### src/rtl/dcm_pkg.sv
// Shared constants and state encoding for the DCM SPI register interface.
package dcm_pkg;

  localparam int unsigned CMD_WR_BIT      = 7;
  localparam int unsigned CMD_ADDR_MSB    = 6;
  localparam int unsigned DCM_ADDR_W      = 7;
  localparam int unsigned SPI_SYNC_STAGES = 2;

  typedef enum logic [1:0] {
    ST_IDLE = 2'd0,
    ST_CMD  = 2'd1,
    ST_DATA = 2'd2
  } dcm_state_e;

endpackage

### src/rtl/dcm_sync.sv
// N-stage synchroniser for an asynchronous SPI pin, with optional rise/fall pulse detect.
module dcm_sync #(
  parameter int unsigned STAGES  = 2,
  parameter bit          RST_VAL = 1'b0,
  parameter bit          EDGE_EN = 1'b1
) (
  input  logic clk,
  input  logic reset,
  input  logic d,
  output logic q,
  output logic rise_c,
  output logic fall_c
);

  logic [STAGES-1:0] pipe;

  always_ff @(posedge clk or negedge reset) begin
    if (!reset) pipe <= {STAGES{RST_VAL}};
    else        pipe <= {pipe[STAGES-2:0], d};
  end

  assign q = pipe[STAGES-1];

  generate
    if (EDGE_EN) begin : g_edge
      logic prev;
      always_ff @(posedge clk or negedge reset) begin
        if (!reset) prev <= RST_VAL;
        else        prev <= q;
      end
      assign rise_c = q & ~prev;
      assign fall_c = ~q & prev;
    end else begin : g_no_edge
      assign rise_c = 1'b0;
      assign fall_c = 1'b0;
    end
  endgenerate

endmodule

### src/rtl/dcm_spi_regif.sv
// Mode-3 SPI slave to byte-wide register bus bridge: command byte, then auto-incrementing data.
module dcm_spi_regif
  import dcm_pkg::*;
#(
  parameter int unsigned ADDR_W      = DCM_ADDR_W,
  parameter int unsigned SYNC_STAGES = SPI_SYNC_STAGES
) (
  input  logic              clk,
  input  logic              reset,
  input  logic              spi_ss,
  input  logic              spi_clk,
  input  logic              spi_mosi,
  output logic              spi_miso,
  output logic [ADDR_W-1:0] reg_addr,
  output logic [7:0]        reg_wdata,
  output logic              reg_we,
  output logic              reg_re,
  input  logic [7:0]        reg_rdata,
  output logic              xfer_active,
  output logic              xfer_done,
  output logic              xfer_wr
);

  logic ss_q, ss_rise_c, ss_fall_c;
  logic sclk_q, sclk_rise_c, sclk_fall_c;
  logic mosi_q, mosi_rise_c, mosi_fall_c;
  logic edges_unused;

  // ss resets low so a frame already in progress at reset release never produces a fall
  dcm_sync #(.STAGES(SYNC_STAGES), .RST_VAL(1'b0), .EDGE_EN(1'b1)) u_sync_ss (
    .clk(clk), .reset(reset), .d(spi_ss), .q(ss_q), .rise_c(ss_rise_c), .fall_c(ss_fall_c)
  );
  dcm_sync #(.STAGES(SYNC_STAGES), .RST_VAL(1'b1), .EDGE_EN(1'b1)) u_sync_clk (
    .clk(clk), .reset(reset), .d(spi_clk), .q(sclk_q), .rise_c(sclk_rise_c), .fall_c(sclk_fall_c)
  );
  dcm_sync #(.STAGES(SYNC_STAGES), .RST_VAL(1'b0), .EDGE_EN(1'b0)) u_sync_mosi (
    .clk(clk), .reset(reset), .d(spi_mosi), .q(mosi_q), .rise_c(mosi_rise_c), .fall_c(mosi_fall_c)
  );

  assign edges_unused = ss_q ^ sclk_q ^ mosi_rise_c ^ mosi_fall_c;

  dcm_state_e        state;
  logic [2:0]        bit_cnt;
  logic [6:0]        rx;
  logic [6:0]        tx;
  logic [7:0]        tx_next;
  logic [ADDR_W-1:0] addr;
  logic              data_seen;
  logic              re_pend;
  logic              rd_cap;
  logic [7:0]        rx_shift_c;

  assign rx_shift_c = {rx, mosi_q};

  always_ff @(posedge clk or negedge reset) begin
    if (!reset) begin
      state       <= ST_IDLE;
      bit_cnt     <= 3'd0;
      rx          <= 7'd0;
      tx          <= 7'd0;
      tx_next     <= 8'd0;
      addr        <= '0;
      data_seen   <= 1'b0;
      re_pend     <= 1'b0;
      rd_cap      <= 1'b0;
      spi_miso    <= 1'b0;
      reg_addr    <= '0;
      reg_wdata   <= 8'd0;
      reg_we      <= 1'b0;
      reg_re      <= 1'b0;
      xfer_active <= 1'b0;
      xfer_done   <= 1'b0;
      xfer_wr     <= 1'b0;
    end else begin
      reg_we    <= 1'b0;
      reg_re    <= 1'b0;
      xfer_done <= 1'b0;
      rd_cap    <= reg_re;
      if (rd_cap) tx_next <= reg_rdata;
      // prefetch after a data byte is deferred one cycle so it never overlaps the write
      if (re_pend) begin
        reg_re   <= 1'b1;
        reg_addr <= addr;
        re_pend  <= 1'b0;
      end

      if (ss_rise_c) begin
        state       <= ST_IDLE;
        bit_cnt     <= 3'd0;
        spi_miso    <= 1'b0;
        xfer_active <= 1'b0;
        xfer_done   <= data_seen;
        data_seen   <= 1'b0;
      end else begin
        case (state)
          ST_IDLE: begin
            if (ss_fall_c) begin
              state       <= ST_CMD;
              bit_cnt     <= 3'd0;
              spi_miso    <= 1'b0;
              xfer_active <= 1'b1;
            end
          end
          ST_CMD: begin
            if (sclk_fall_c) spi_miso <= 1'b0;
            if (sclk_rise_c) begin
              rx      <= rx_shift_c[6:0];
              bit_cnt <= bit_cnt + 3'd1;
              if (bit_cnt == 3'd7) begin
                xfer_wr  <= rx_shift_c[CMD_WR_BIT];
                addr     <= ADDR_W'(rx_shift_c[CMD_ADDR_MSB:0]);
                reg_addr <= ADDR_W'(rx_shift_c[CMD_ADDR_MSB:0]);
                reg_re   <= 1'b1;
                state    <= ST_DATA;
              end
            end
          end
          ST_DATA: begin
            if (sclk_fall_c) begin
              if (bit_cnt == 3'd0) begin
                spi_miso <= tx_next[7];
                tx       <= tx_next[6:0];
              end else begin
                spi_miso <= tx[6];
                tx       <= {tx[5:0], 1'b0};
              end
            end
            if (sclk_rise_c) begin
              rx      <= rx_shift_c[6:0];
              bit_cnt <= bit_cnt + 3'd1;
              if (bit_cnt == 3'd7) begin
                data_seen <= 1'b1;
                if (xfer_wr) begin
                  reg_we    <= 1'b1;
                  reg_addr  <= addr;
                  reg_wdata <= rx_shift_c;
                end
                addr    <= addr + ADDR_W'(1);
                re_pend <= 1'b1;
              end
            end
          end
          default: state <= ST_IDLE;
        endcase
      end
    end
  end

endmodule

### config.mk
export PLATFORM = sky130hd
export DESIGN_NAME = dcm_spi_regif
export DESIGN_NICKNAME = d
export VERILOG_FILES = /design/src/rtl/dcm_pkg.sv /design/src/rtl/dcm_sync.sv /design/src/rtl/dcm_spi_regif.sv
export SDC_FILE = /design/constraint.sdc
export NUM_CORES = 1
export LEC_CHECK = 0
export CAP_MARGIN = 20
export CORE_ASPECT_RATIO = 1.25
export CORE_MARGIN = 2
export CORE_UTILIZATION = 56
export DETAILED_ROUTE_END_ITERATION = 8
export MAX_ROUTING_LAYER = met4
export PLACE_DENSITY = 0.85
export SLEW_MARGIN = 25
export SYNTH_ARGS = -nofsm -noshare
export SYNTH_HDL_FRONTEND = slang
export SYNTH_SLANG_ARGS = --single-unit
### constraint.sdc
create_clock -name clk -period 2.6 [get_ports clk]
set_input_delay 0.52 -clock clk [delete_from_list [all_inputs] [get_ports clk]]
set_output_delay 0.52 -clock clk [all_outputs]
set_load 0.01 [all_outputs]
==> results.toml <==
[sta]
setup_viol = 0
rsz0062_at_grt = "false"
fin_skew_ns = 0.0108
tns_ns = 0
slew_violations = 0
relSlewSlack = 0.455
finalHoldViolations = 0
fin_crit_ns = 2.04
timing.fmax_mhz = 489
worst_pin_slew_ns = 0.818
finalCritPeriodShare = 0.786
worst_slack_ns = 0.556

[clock_tree]
clockBufferDepth = 2
cts_hold_buf = 0
htreeDepth = 3
insertion_delay_ns = 0.35
cts_resized = 0
cts_buffers = 9
clkSinkCount = 66
clk_pin_slew_ns = 0.07
tritoncts = "yes"
cts_setup_buffers = 0
ctsRootBufferMaster = "clkbuf_8"

[synthesis]
synthFlopType = "dfrtp_1"
synth_common_cells = "dfrtp_1 (63), mux2_2 (31), nand2_1 (25)"
yosysTopAreaCellShare = 0.510
yosysMostFrequentCell = "dfrtp_1"
synthArstFlopShare = 1.00
synth_fp_nets = 305
synth_area_leaders = "dfrtp_1 (51%), mux2_2 (11%), ha_1 (3.6%)"
syn-instance-count = 283
synth-seq-cells = 66
yosysWarnings = 0
ys_types = 35
synth.largest_area_cell = "dfrtp_1"
syn_area_mm2 = 0.00309
synth_edf_count = 0
ys_seq_area_frac = 0.536
postSynthAreaPerCell_um2 = 10.9

[routing]
vias = 2281
drc = 0
firstDrtPassIters = 4
avgViaCountPerCell = 5.88
detail_route.iter0.violations = 220
drt-total-wl_um = 6180
post_drt_wl_per_cell_um = 15.9
ant_nets = 0

[power]
ir_drop_mv = 0.383
power_leakage_nw = 1.66
power_density_mw_per_mm2 = 728
switching_power_mw = 0.884
p_comb_frac = 0.248
p_int_mw = 1.77
swShare = 0.333
clkPwrFrac = 0.272
seq_power_share = 0.480

[floorplanning]
fp.dieH_um = 87.1
rows = 30
die-area_mm2 = 0.00613
initial_core_util = 0.576
ios = 34
core-area_mm2 = 0.00537
dieWidth_um = 70.4

[global_routing]
grt_start_max_net_pins = 67
first_global_vias = 2286
overflow = 0
grt_pass1_wl_um = 10500
antenna_found_initial = 0
gr-usage-all-layers = 0.231

[critical_path]
endpoint_kind = "register"
cp_max_fo = 11
worstPathArrival_ns = 2.33
required_ns = 2.89
critPathLaunchType = "register"
critPathKind = "register to register"

[cells_and_area]
n_antenna_cell = 0
nets = 341
fillers = 406
final_layout_size_suffix_gt1_frac = 0.179
area_delta_synth_final_pct = 18.2

[flow_run]
cap_violations = 0

[worst_hold_path]
hp-class = "input pin to asynchronous set/reset pin"

[place]
preCtsSetupSlack_ns = 0.567
place_hpwl_um = 4290
io_buffers = 33
gp_congestion = 0.888

[status]
status = "complete, no violations"
[area by class of cell]
class	instances	area, um2	share of cell area
clock buffer	11	131	0.0360
clock inverter	5	31.3	0.00856
inverter	10	37.5	0.0103
multi-input combinational	190	1330	0.363
sequential	66	1660	0.453
tap	64	80.1	0.0219
timing repair buffer	42	393	0.108
[final timing paths]
check | depth (start not counted) | end | from | slack (ns)
max in group asynchronous | 2 | reg_addr[0] | reset | 1.72
max | 6 | addr[3] | bit_cnt[0] | 0.56
min reg2reg | 0 | u_sync_ss.pipe[1] | u_sync_ss.pipe[0] | 0.35
min in group clk | 0 | u_sync_ss.pipe[1] | u_sync_ss.pipe[0] | 0.35
min | 2 | reg_addr[2] | reset | 0.32
max reg2reg | 6 | addr[3] | bit_cnt[0] | 0.56
[metrics by stage]
step | instance area, um2 | util | hold slack, ns | std cells | total power [mW]
after global placement | 3490 | 0.650 | 0.331 | 372 | 1.91
after global routing | 3650 | 0.681 | 0.361 | 388 | 2.81
after CTS | 3650 | 0.681 | 0.349 | 388 | 2.68
after detailed placement | 3490 | 0.650 | 0.336 | 372 | 1.95
final | 3650 | 0.681 | 0.321 | 388 | 2.66
after floorplan | 3090 | - | 0.224 | 283 | 1.72
[cells by family after synthesis]
family / count (synthesis) / synth area share
AND/OR/NAND/NOR: 104 / 0.176
buffers and inverters: 27 / 0.0356
adder cells (fa/ha/maj): 9 / 0.0364
AO/OA/AOI/OAI: 37 / 0.0745
multiplexers: 40 / 0.142
flip-flops: 66 / 0.536
[state kept, by name, summed over array words and instances, names as in the netlist, 2 cells and up]
register and flops:
tx_next 8, u_sync_ss.pipe 2, reg_addr 7, addr 7, tx 7, rx 7, u_sync_clk.pipe 2, state 2
u_sync_mosi.pipe 2, bit_cnt 3, reg_wdata 8
[critical path, cell delays in order, from the launching register on]
cell      delay (ns)
dfrtp_1         0.38
ha_1            0.18
ha_1            0.16
nand3b_1        0.09
or3_1           0.52
or4b_1          0.56
nand3_1         0.09
[placed cells by master (no fill, tap or decap), types with 3 or more instances in the layout]
| cell type | netlist | layout |
|---|---|---|
| inv_1 | 10 | 10 |
| o21ai_0 | 8 | 8 |
| clkdlybuf4s50_1 | 0 | 32 |
| clkinv_2 | 0 | 3 |
| mux2i_1 | 9 | 9 |
| a31oi_1 | 7 | 7 |
| nand2_1 | 25 | 25 |
| buf_4 | 0 | 9 |
| mux2_2 | 31 | 31 |
| nand3b_1 | 3 | 3 |
| nand2b_1 | 3 | 3 |
| nor2b_1 | 7 | 7 |
| nand4_1 | 14 | 14 |
| clkbuf_8 | 0 | 9 |
| ha_1 | 9 | 9 |
| nor2_1 | 14 | 14 |
| nand3_1 | 14 | 14 |
| nor3_1 | 12 | 12 |
| dfstp_2 | 3 | 3 |
| a21oi_1 | 11 | 11 |
| dfrtp_1 | 63 | 63 |
[metal layers]
layer / track usage / vias up / part of all wire
met1: 0.275 / 1104 / 0.43
met2: 0.358 / 73 / 0.49
met3: 0.0637 / 11 / 0.056
met4: 0.122 / 0 / 0.020
li1: - / 1093 / -
met5: - / - / 0
[power by group through the flow]
stage	sequential [mW]	clock, mW	combinational (mW)
after global routing	1.29	0.785	0.733
after CTS	1.28	0.739	0.661
after global placement	1.28	0	0.632
after floorplan	1.25	0	0.468
after detailed placement	1.30	0	0.657
final	1.28	0.724	0.659
Power figures use the tool's default switching activity.
